--- config.mk ---
export PLATFORM = sky130hd
export DESIGN_NAME = led_panel_rx
export DESIGN_NICKNAME = d
export VERILOG_FILES = /design/src/rtl/led_panel_pkg.sv /design/src/rtl/led_in_sync.sv /design/src/rtl/led_panel_rx.sv
export SDC_FILE = /design/constraint.sdc
export NUM_CORES = 1
export LEC_CHECK = 0
export ABC_AREA = 1
export BUFFER_PORTS_ARGS = -buffer_cell sky130_fd_sc_hd__buf_2
export CAP_MARGIN = 20
export CORE_MARGIN = 5
export CORE_UTILIZATION = 55
export CTS_BUF_LIST = sky130_fd_sc_hd__clkbuf_16
export DETAILED_ROUTE_END_ITERATION = 6
export PLACE_DENSITY = 0.78
export RECOVER_POWER = 100
export SLEW_MARGIN = 10
export SYNTH_ARGS = -nofsm -noshare
export SYNTH_HDL_FRONTEND = slang
export SYNTH_SLANG_ARGS = --single-unit
--- constraint.sdc ---
create_clock -name clk -period 2.3 [get_ports clk]
set_input_delay 0.46 -clock clk [delete_from_list [all_inputs] [get_ports clk]]
set_output_delay 0.46 -clock clk [all_outputs]
set_load 0.05 [all_outputs]
--- src/rtl/led_panel_pkg.sv ---
// Shared constants and FSM state type for the LED panel row receiver.
package led_panel_pkg;
  localparam int ROW_BITS = 64;
  localparam int ROW_NUM  = 16;
  localparam int ADDR_W   = $clog2(ROW_NUM);
  localparam int CNT_W    = $clog2(ROW_BITS + 1);
  localparam logic [CNT_W-1:0] CNT_FULL = CNT_W'(ROW_BITS);

  typedef enum logic [1:0] {
    ST_ALIGN  = 2'd0,
    ST_SHIFT  = 2'd1,
    ST_COMMIT = 2'd2
  } state_e;
endpackage

--- src/rtl/led_in_sync.sv ---
// Multi-stage synchronizer for one asynchronous pin plus a rising-edge strobe
// derived from the synchronized value.
module led_in_sync #(
  parameter int STAGES = 2
) (
  input  logic clk,
  input  logic rst_n,
  input  logic d,
  output logic q,
  output logic rise
);
  logic [STAGES-1:0] sync_q, sync_d;
  logic              prev_q, prev_d;

  always_comb begin
    sync_d = {sync_q[STAGES-2:0], d};
    prev_d = sync_q[STAGES-1];
  end

  always_ff @(posedge clk or negedge rst_n) begin
    if (!rst_n) begin
      sync_q <= {STAGES{1'b0}};
      prev_q <= 1'b0;
    end else begin
      sync_q <= sync_d;
      prev_q <= prev_d;
    end
  end

  assign q    = sync_q[STAGES-1];
  assign rise = sync_q[STAGES-1] & ~prev_q;
endmodule

--- src/rtl/led_panel_rx.sv ---
// Sniffs a HUB-style LED panel bus and reassembles committed 64-pixel rows.
// Optional frame brightness counter enabled by macro LED_PANEL_RX_BRIGHT_EN.
module led_panel_rx
  import led_panel_pkg::*;
#(
  parameter int SYNC_STAGES = 2
) (
  input  logic                clk,
  input  logic                rst_n,
  input  logic                led_A,
  input  logic                led_B,
  input  logic                led_C,
  input  logic                led_D,
  input  logic                led_DI,
  input  logic                led_CLK,
  input  logic                led_LAT,
  input  logic                led_G,
  output logic                row_valid,
  output logic [ADDR_W-1:0]   row_addr,
  output logic [ROW_BITS-1:0] row_data,
  output logic                frame_start,
  output logic                short_err,
  output logic [15:0]         bright_cnt
);
  // Pin order: 0..3 address, 4 DI, 5 CLK, 6 LAT, 7 G
  logic [7:0] pin_s, sync_s, rise_s;
  assign pin_s = {led_G, led_LAT, led_CLK, led_DI, led_D, led_C, led_B, led_A};

  for (genvar i = 0; i < 8; i++) begin : g_sync
    led_in_sync #(.STAGES(SYNC_STAGES)) u_sync (
      .clk  (clk),
      .rst_n(rst_n),
      .d    (pin_s[i]),
      .q    (sync_s[i]),
      .rise (rise_s[i])
    );
  end

  logic              clk_rise_s, lat_rise_s, di_s;
  logic [ADDR_W-1:0] addr_s;
  assign addr_s     = sync_s[3:0];
  assign di_s       = sync_s[4];
  assign clk_rise_s = rise_s[5];
  assign lat_rise_s = rise_s[6];

  state_e                state_q, state_d;
  logic [CNT_W-1:0]      bit_cnt_q, bit_cnt_d, cnt_upd_s;
  logic [ROW_BITS-1:0]   shreg_q, shreg_d, row_data_q, row_data_d;
  logic [ADDR_W-1:0]     addr_pend_q, addr_pend_d, row_addr_q, row_addr_d;
  logic                  row_valid_q, row_valid_d, frame_start_q, frame_start_d;
  logic                  short_err_q, short_err_d;

  always_ff @(posedge clk or negedge rst_n) begin
    if (!rst_n) state_q <= ST_ALIGN;
    else        state_q <= state_d;
  end

  // A shift in the same cycle as the latch is counted before the latch is judged.
  always_comb begin
    if (clk_rise_s && (bit_cnt_q != CNT_FULL)) cnt_upd_s = bit_cnt_q + CNT_W'(1);
    else                                       cnt_upd_s = bit_cnt_q;
  end

  always_comb begin
    state_d = state_q;
    case (state_q)
      ST_ALIGN: begin
        if (lat_rise_s) state_d = ST_SHIFT;
        else            state_d = ST_ALIGN;
      end
      ST_SHIFT: begin
        if (lat_rise_s && (cnt_upd_s == CNT_FULL)) state_d = ST_COMMIT;
        else                                       state_d = ST_SHIFT;
      end
      ST_COMMIT: state_d = ST_SHIFT;
      default:   state_d = ST_ALIGN;
    endcase
  end

  always_comb begin
    shreg_d       = shreg_q;
    bit_cnt_d     = bit_cnt_q;
    addr_pend_d   = addr_pend_q;
    row_data_d    = row_data_q;
    row_addr_d    = row_addr_q;
    row_valid_d   = 1'b0;
    frame_start_d = 1'b0;
    short_err_d   = short_err_q;
    case (state_q)
      ST_ALIGN: bit_cnt_d = {CNT_W{1'b0}};
      ST_SHIFT: begin
        if (clk_rise_s) shreg_d = {~di_s, shreg_q[ROW_BITS-1:1]};
        else            shreg_d = shreg_q;
        bit_cnt_d = cnt_upd_s;
        if (lat_rise_s) begin
          addr_pend_d = addr_s;
          if (cnt_upd_s != CNT_FULL) begin
            short_err_d = 1'b1;
            bit_cnt_d   = {CNT_W{1'b0}};
          end else begin
            short_err_d = short_err_q;
          end
        end else begin
          addr_pend_d = addr_pend_q;
        end
      end
      ST_COMMIT: begin
        row_valid_d   = 1'b1;
        frame_start_d = (addr_pend_q == {ADDR_W{1'b0}});
        row_data_d    = shreg_q;
        row_addr_d    = addr_pend_q;
        // A shift landing in the commit cycle is the first bit of the next row.
        if (clk_rise_s) shreg_d = {~di_s, shreg_q[ROW_BITS-1:1]};
        else            shreg_d = shreg_q;
        bit_cnt_d = {{(CNT_W-1){1'b0}}, clk_rise_s};
      end
      default: bit_cnt_d = {CNT_W{1'b0}};
    endcase
  end

  always_ff @(posedge clk or negedge rst_n) begin
    if (!rst_n) begin
      shreg_q       <= {ROW_BITS{1'b0}};
      bit_cnt_q     <= {CNT_W{1'b0}};
      addr_pend_q   <= {ADDR_W{1'b0}};
      row_data_q    <= {ROW_BITS{1'b0}};
      row_addr_q    <= {ADDR_W{1'b0}};
      row_valid_q   <= 1'b0;
      frame_start_q <= 1'b0;
      short_err_q   <= 1'b0;
    end else begin
      shreg_q       <= shreg_d;
      bit_cnt_q     <= bit_cnt_d;
      addr_pend_q   <= addr_pend_d;
      row_data_q    <= row_data_d;
      row_addr_q    <= row_addr_d;
      row_valid_q   <= row_valid_d;
      frame_start_q <= frame_start_d;
      short_err_q   <= short_err_d;
    end
  end

  assign row_valid   = row_valid_q;
  assign row_addr    = row_addr_q;
  assign row_data    = row_data_q;
  assign frame_start = frame_start_q;
  assign short_err   = short_err_q;

`ifdef LED_PANEL_RX_BRIGHT_EN
  logic [15:0] g_cnt_q, g_cnt_d, bright_q, bright_d;
  logic        unused_s;
  assign unused_s = ^{rise_s[7], rise_s[4:0], sync_s[6:5]};

  always_comb begin
    bright_d = bright_q;
    g_cnt_d  = g_cnt_q;
    if (frame_start_d) begin
      bright_d = g_cnt_q;
      g_cnt_d  = 16'd0;
    end else if (sync_s[7] && (g_cnt_q != 16'hFFFF)) begin
      g_cnt_d = g_cnt_q + 16'd1;
    end else begin
      g_cnt_d = g_cnt_q;
    end
  end

  always_ff @(posedge clk or negedge rst_n) begin
    if (!rst_n) begin
      g_cnt_q  <= 16'd0;
      bright_q <= 16'd0;
    end else begin
      g_cnt_q  <= g_cnt_d;
      bright_q <= bright_d;
    end
  end

  assign bright_cnt = bright_q;
`else
  logic unused_s;
  assign unused_s   = ^{rise_s[7], rise_s[4:0], sync_s[7:5]};
  assign bright_cnt = 16'd0;
`endif
endmodule

* Yosys cells after proc, flatten, opt, wreduce, memory -nomap -nowiden
Cells that the tools add are included.
** Operators by class
- Bitwise operators :: 5
- Multiplexer cells :: 9
- Reduce and logical (&&, ||, !) cells :: 8
- Add/sub/neg operators :: 1
- Eq/ne operators :: 5
** Operators by type and width (count)
- 7-bit two-way mux :: 3
- 7-bit != test (second input constant) :: 2
- 7-bit one-hot mux with 2 select lines :: 1
- 7-bit by 1-bit adder with 7-bit output (second input constant) :: 1
- 7-bit equality test (second input constant) :: 1
- 2-bit one-hot mux with 3 select lines :: 1
- 4-bit logical NOT :: 1
- 2-bit AND reduction :: 2
- 1-bit two-way mux :: 3
- 1-bit NOT :: 3
- 3-bit AND reduction :: 1
- 1-bit AND :: 2
- 2-bit by 1-bit equality test with 1-bit output (second input constant) :: 1
- 2-bit equality test (second input constant) :: 1
- 1-bit logical AND :: 2
- 2-bit logical NOT :: 1
- 2-bit two-way mux :: 1
- 2-bit OR reduction :: 1
** Storage, ports and cells
- Word-level logic and storage cells :: 46
- Register bits after elaboration :: 164
- Input port bits :: 10

* Longest topological paths before layout
Gate-level depths: netlist of the first run.
- Word-level depth :: 8
- Depth in mapped cells :: 13

* Hierarchy
Synthesis of the first run repeated with hierarchy kept, for this count alone.
** Second synthesis, totals
- Cell total of the unflattened synthesis :: 654
- Area, all modules :: 6436.2 sq um
** Modules (own cells, without submodules)
- led_panel_rx :: cells each 619, instances 1, area an instance 5840.6 sq um
- led_in_sync :: cells each 5, instances 7, area an instance 85.1 sq um

* Worst setup path before layout of the first run
Ideal clock, no wire load.
- Kind :: register to register
- From :: register state_q[0]
- To :: register row_data_q[51], in the netlist row_data[51]
- Data required time :: 2.167 ns
- Data arrival time :: 1.379 ns
- Stages on the path, launching flop included :: 8
- Buffers on the path :: 3
- Setup slack :: 0.788 ns
- Cell sequence :: dfrtp_1 inv_1 ha_1 buf_2 inv_2 clkbuf_1 clkbuf_1 o21ai_0
** Between the ends
- Word-level cells in the longest chain between the ends :: 1
** RTL lines
- start, declared :: RTL line led_panel_rx.sv:46 : state_e state_q, state_d;
- start signal, assigned :: RTL line led_panel_rx.sv:55 : else state_q <= state_d;
- 2-bit equality test :: RTL line led_panel_rx.sv:89 : case (state_q)
- end signal, assigned :: RTL line led_panel_rx.sv:126 : row_data_q <= {ROW_BITS{1'b0}};
- end signal, assigned :: RTL line led_panel_rx.sv:135 : row_data_q <= row_data_d;
- end, declared :: RTL line led_panel_rx.sv:48 : logic [ROW_BITS-1:0] shreg_q, shreg_d, row_data_q, row_data_d;
No other way between the ends.
A chain may end at the register's enable or synchronous reset.

* Final worst setup path of the first run
- From :: register bit_cnt_q[0]
- To :: register state_q[0]
** Between the ends
- Word-level cells in the longest chain between the ends :: 7
- Elaborated cells on any way between the ends :: 8
** RTL lines
- start, declared :: RTL line led_panel_rx.sv:47 : logic [CNT_W-1:0] bit_cnt_q, bit_cnt_d, cnt_upd_s;
- start signal, assigned :: RTL line led_panel_rx.sv:124 : bit_cnt_q <= {CNT_W{1'b0}};
- start signal, assigned :: RTL line led_panel_rx.sv:133 : bit_cnt_q <= bit_cnt_d;
- branches (longest 2 deep; another with 7-bit by 1-bit adder with 7-bit output)
- 7-bit two-way mux (*) :: RTL line led_panel_rx.sv:60 : if (clk_rise_s && (bit_cnt_q != CNT_FULL)) cnt_upd_s = bit_cnt_q + CNT_W'(1);
- 7-bit equality test (*) :: RTL line led_panel_rx.sv:72 : if (lat_rise_s && (cnt_upd_s == CNT_FULL)) state_d = ST_COMMIT;
- 1-bit logical AND (*) :: RTL line led_panel_rx.sv:72
- 2-bit two-way mux (*) :: RTL line led_panel_rx.sv:72
- 2-bit one-hot mux with 3 select lines (*) :: RTL line led_panel_rx.sv:66 : case (state_q)
- named net state_d[0] :: RTL line led_panel_rx.sv:46
Mark *: on every way through the listed nets, which the timed path passes.

==> results of run 1 <==
## sequential cells by signal (all words and copies together) (netlist names), 2 cells and up
register              count
row_addr                  4
row_data                 64
state_q                   2
g_sync.u_sync.prev_q      2
g_sync.u_sync.sync_q     14
addr_pend_q               4
shreg_q                  64
bit_cnt_q                 7
## power by group through the flow
stage	logic, µW	clock network (µW)	registers (µW)
after floorplan	1270	0	5840
after global placement	3520	0	4380
after detailed placement	3620	0	4440
after CTS	3630	2500	4400
after global routing	3750	2650	4530
final	3420	2450	4410
## final cells by class
class,instances,area (µm²)
multi-input cells,397,1770
repair buffers,87,424
flip-flops and latches,164,4100
well taps,143,179
fillers,962,4140
clock inverters,11,76.3
inverters,66,248
clock buffers,17,425
## path summary, 6_finish.rpt
check / to / slack [ns] / cells after the start
worst min register to register: g_sync[1].u_sync.sync_q[1] / 0.35 / 0
worst min-delay path: g_sync[3].u_sync.sync_q[0] / 0.15 / 1
worst max register to register: state_q[0] / 0.43 / 13
min in group asynchronous: addr_pend_q[1] / 0.38 / 1
max in group asynchronous: shreg_q[59] / 0.94 / 2
worst max-delay path: state_q[0] / 0.43 / 13
## stage by stage
step | setup WS (ns) | instances | hold WS [ns] | total power [µW] | area [µm²]
final | 0.430 | 885 | 0.154 | 10300 | 7230
after global routing | 0.265 | 885 | 0.136 | 10900 | 7230
after CTS | 0.585 | 885 | 0.0119 | 10500 | 7350
after detailed placement | 0.588 | 857 | 0.335 | 8060 | 6850
after global placement | 0.659 | 857 | 0.334 | 7900 | 6850
after floorplan | 0.788 | 673 | 0.164 | 7110 | 6400
## Yosys cell counts, drive strengths merged
library cell / instances
nand2: 208
dfrtp: 164
o21ai: 84
inv: 66
nor2: 42
buf: 36
a21oi: 22
clkbuf: 10
nand3: 10
ha: 6
nand4: 4
conb: 1
nand3b: 1
nor3: 1
nor4: 1
o22ai: 1
xnor2: 1
## metal layers
layer / share of wire [%] / vias to the layer above / global-route usage, % / wire (µm)
li1: - / 2156 / - / -
met1: 43 / 2056 / 23.0 / 5100
met2: 49 / 92 / 29.1 / 5790
met3: 5.1 / 20 / 4.72 / 596
met4: 2.2 / 0 / 7.83 / 259
met5: 0 / - / 0 / 0
## worst max-delay path, cell delays in order (launching register included)
cell and delay [ns]:
dfrtp_1 0.42, inv_1 0.09, ha_1 0.14, nand2_1 0.06, inv_1 0.09, nand3_4 0.13, nand2_1 0.18, nand2_1 0.07
nand2_1 0.10, nand2_2 0.06, nor2_1 0.19, nand3_2 0.11, nand2_1 0.07, nand2_1 0.05
## kinds of logic (layout without fill, tap and decap cells)
| kind of cell | count (synthesis) | count (layout) | synth area share, % |
|---|---|---|---|
| adders and majority gates | 6 | 6 | 1.18 |
| DFF | 164 | 164 | 64.7 |
| buffers and inverters | 112 | 181 | 8.10 |
| xor gates and xnor gates | 1 | 1 | 0.138 |
| AOI/OAI and AO/OA | 107 | 107 | 8.52 |
| and+or+nand+nor | 267 | 267 | 17.3 |
| other | 1 | 16 | 0.0591 |
==> reports/metrics.cfg, run 1 <==
[cells_and_area]
final_cell_mix=nand2_1, dfrtp_1, o21ai_0
postLayoutCoreUtil_pct=63.6
nets=749
mostFrequentLayoutCell=nand2_1
layout-drive-gt1-share_pct=7.28
synthToLayoutAreaGrowth_pct=13.9
diodes=0

[floorplanning]
num_io_pins=97
dieArea_um2=13800
core_um2=11400
dieWidth_um=117
start_util_pct=55.8
rows=39
die_h_um=117

[clock_tree]
cts_sinks=164
hold_buffers=0
clk_pin_slew_worst_paths_ns=0.06
ctsResizeCount=0
clockBufferDepth=2
post_cts_buffers=0
cts_root_buffer=clkbuf_16
clk_latency_ns=0.41
cts_buffers=17
cts_tree=built
h-tree-depth=4

[route]
drtIter0Drc=322
routed_wl_um=11700
drc=0
via_per_inst=4.89
num_vias=4324
drtAntennaViolNets=0
dr.pass1.iters=4
wl_per_cell_um=13.3

[outcome]
status=completed

[logic_synthesis]
synth-seq-area-share_pct=64.7
synth_cells=658
yosys.area.top_type=dfrtp_1
netlist_top_cells_area=dfrtp_1, nand2_1, o21ai_0
ys_types=29
synth.cell_area_um2=6350
ys_ff_latch=164
syn_area_per_cell_um2=9.64
netlist.area_leader.share_pct=64.7
yosysWarningCount=0

[hold_path]
holdCritStartpoint=led_D
min_path_type=in2reg

[timing]
hold_viol=0
period_share_pct=81.3
slew_viol_final=0
finalCriticalPeriod_ns=1.87
relSlewSlack_pct=6.29
setup_viol=0
worstMarginPinSlew_ns=1.41
fin_worst_skew_ns=0.00521
fin_tns_setup_ns=0
rsz0062_at_grt=false
fmax_ghz=0.535

[worst_setup_path]
cp.arrival_ns=2.17
cp_max_fo=10
cp.required_ns=2.60
r2r-start=bit_cnt_q[0]
start_kind=flip-flop
crit_start=bit_cnt_q[0]
cp-end-kind=flip-flop
crit_type=reg2reg

[grt]
track_usage_pct=18.0
grt_overflow=0
grt_max_degree=63
antenna_found_initial=0
grt_pass1_wl_um=20600
grt_pass1_vias=4324

[power_and_ir_drop]
cellPowerDensity_nw_per_um2=1420
switching_share_pct=41.7
p_int_uw=6000
clkPwrFrac_pct=23.8
power_leakage_uw=0.00364
pwr-share-seq_pct=42.9
p_sw_uw=4280
p_comb_share_pct=33.3
vdd_drop_max_v=0.000856

[placement]
dp_hpwl_um=7950
place.port_buffers=79
routabilityCongestion=0.781

[flow_run]
cap_violations=0

No activity file was read; power rests on OpenSTA's default activity.
==> inputs of run 2 (changes only) <==
Clock period 2.3 ns to 1.8 ns, I/O delays scaled along.
==> run 2 against run 1 <==
Compared with the run above:
- fmax rose by 12%
- setup slack got worse by 0.30 ns
- sequential share of layout area fell by 0.96 points
- largest power group unchanged
==> reports/metrics.cfg, run 2 (synthesis results as in run 1) <==
[worst_setup_path]
start_kind=flip-flop
crit_chain=inv_1 -> ha_1 -> nand2_1 -> inv_2 -> nand3_4 -> nand3_1 -> nand2_1 -> nand2_1 -> nand2_2 -> nor2_2 -> nand3_2 -> nand2_1 -> nand2_1
r2r-end=state_q[0]
cpPeakStageDelay_ns=0.42  ; about the same
cp.buffers_inverters=2  ; unchanged
cp_top_family=simple AND/OR/NAND/NOR gates
cp.required_ns=2.11  ; -0.49 ns
cp_max_fo=5  ; -5
r2r-start=bit_cnt_q[0]
reg2regPathDepth=13  ; unchanged
cp-end-kind=flip-flop
r2r_slack_ns=0.13  ; -0.30 ns
cp_slowest_cell=dfrtp_1
cp.arrival_ns=1.98  ; -0.19 ns
crit_type=reg2reg
crit_path_frequent_cell=nand2_1

[power_and_ir_drop]
cellPowerDensity_nw_per_um2=1840  ; +30%
vdd_drop_max_v=0.00110  ; +29%
power_leakage_uw=0.00370  ; +1.4%

[route]
num_vias=4342  ; +0.42%
drc=0  ; unchanged
via_per_inst=4.87  ; -0.37%
wl_per_cell_um=13.2  ; -0.46%
drtIter0Drc=283  ; -12%
drtAntennaViolNets=0  ; unchanged
routed_wl_um=11800  ; +0.33%
dr.pass1.iters=4  ; unchanged

[grt]
grt_pass1_vias=4300  ; -0.56%
grt_pass1_wl_um=20100  ; -2.1%
antenna_found_initial=0  ; unchanged
grt_overflow=0  ; unchanged
grt_max_degree=75  ; +19%
track_usage_pct=17.7  ; -0.30 points

[timing]
hold_viol=0  ; unchanged
rsz0062_at_grt=false
finalCriticalPeriod_ns=1.67  ; -0.203 ns
relSlewSlack_pct=31.8  ; +26 points
worstMarginPinSlew_ns=1.02  ; -0.383 ns
slew_viol_final=0  ; unchanged
period_share_pct=92.6  ; +11 points
setup_viol=0  ; unchanged
fin_worst_skew_ns=0.00645  ; +0.00124 ns
whs_ns=0.0478  ; -0.106 ns
fin_tns_setup_ns=0  ; unchanged
fmax_ghz=0.600  ; +12%

[cells_and_area]
nFillCells=952  ; -1.0%
nets=752  ; +0.40%
ff_latch_area_um2=4100  ; unchanged
final_cell_mix=nand2_1, dfrtp_1, o21ai_0
mostFrequentLayoutCell=nand2_1
synthToLayoutAreaGrowth_pct=15.8
multiInputGateArea_um2=1800  ; +1.8%
diodes=0  ; unchanged
layout-drive-gt1-share_pct=8.68  ; +1.4 points

[hold_path]
min_path_type=in2reg
hold_end=g_sync[3].u_sync.sync_q[0]
holdPathStages=1  ; unchanged
holdCritStartpoint=led_D

[flow_run]
cap_violations=0  ; unchanged

[clock_tree]
cts_sinks=164  ; unchanged
h-tree-depth=4  ; unchanged
cts_root_buffer=clkbuf_16
cts_buffers=17  ; unchanged
clk_pin_slew_worst_paths_ns=0.06  ; about the same
clockBufferDepth=2  ; unchanged
clk_latency_ns=0.42  ; about the same
cts_tree=built

[placement]
place.port_buffers=79  ; unchanged
dp_hpwl_um=7720  ; -2.8%
routabilityCongestion=0.763  ; -2.3%

[floorplanning]
dieWidth_um=117  ; unchanged
dieArea_um2=13800  ; unchanged
die_h_um=117  ; unchanged
rows=39  ; unchanged
start_util_pct=55.8  ; unchanged
core_um2=11400  ; unchanged
num_io_pins=97  ; unchanged

[outcome]
status=completed

run 2: cell type report:
type / instances / share of cell area, %
inverters: 66 / 3.37
clock inverters: 15 / 2.01
multi-input cells: 398 / 24.5
well taps: 143 / 2.43
clock buffers: 17 / 5.79
flip-flops and latches: 164 / 55.8
repair buffers: 89 / 6.04
run 2: repair_timing:
item,4_1_cts,5_1_grt
hold endpoints to repair,38,0
hold buffers,1,0
endpoints found under the setup margin,0,1
buffers inserted,0,0
resized for setup,0,1
run 2: how the worst max path moves through the flow:
stage / start / end / slack [ns] / depth (start not counted)
2_1_floorplan: state_q[0] / row_data[51] / 0.29 / 7
3_3_place_gp: bit_cnt_q[0] / state_q[0] / 0.17 / 13
3_5_place_dp: bit_cnt_q[0] / state_q[0] / 0.1 / 13
4_1_cts: bit_cnt_q[0] / state_q[0] / 0.1 / 13
5_1_grt: bit_cnt_q[0] / state_q[0] / 0.009 / 13
6_report: bit_cnt_q[0] / state_q[0] / 0.13 / 13
run 2: per-layer routing:
layer  GRT usage (%)  vias up  wire [µm]
li1                -     2161          -
met1            22.2     2062       5100
met2            28.7      101       5810
met3            5.34       18        642
met4            7.54        0        226
met5               0        -          0
run 2: where the power goes:
group,switching [µW],internal [µW]
combinational,3500,914
sequential,696,4930
clock,1380,2140
run 2: metrics by stage:
stage	std cells	setup WS [ns]	power, µW	cell area, µm²	util, %
after floorplan	673	0.288	9080	6400	-
after global placement	858	0.166	10100	6890	60.6
after detailed placement	858	0.0990	10300	6890	60.6
after CTS	891	0.0950	13800	7470	65.7
after global routing	892	0.00853	14400	7350	64.6
final	892	0.133	13600	7350	64.6
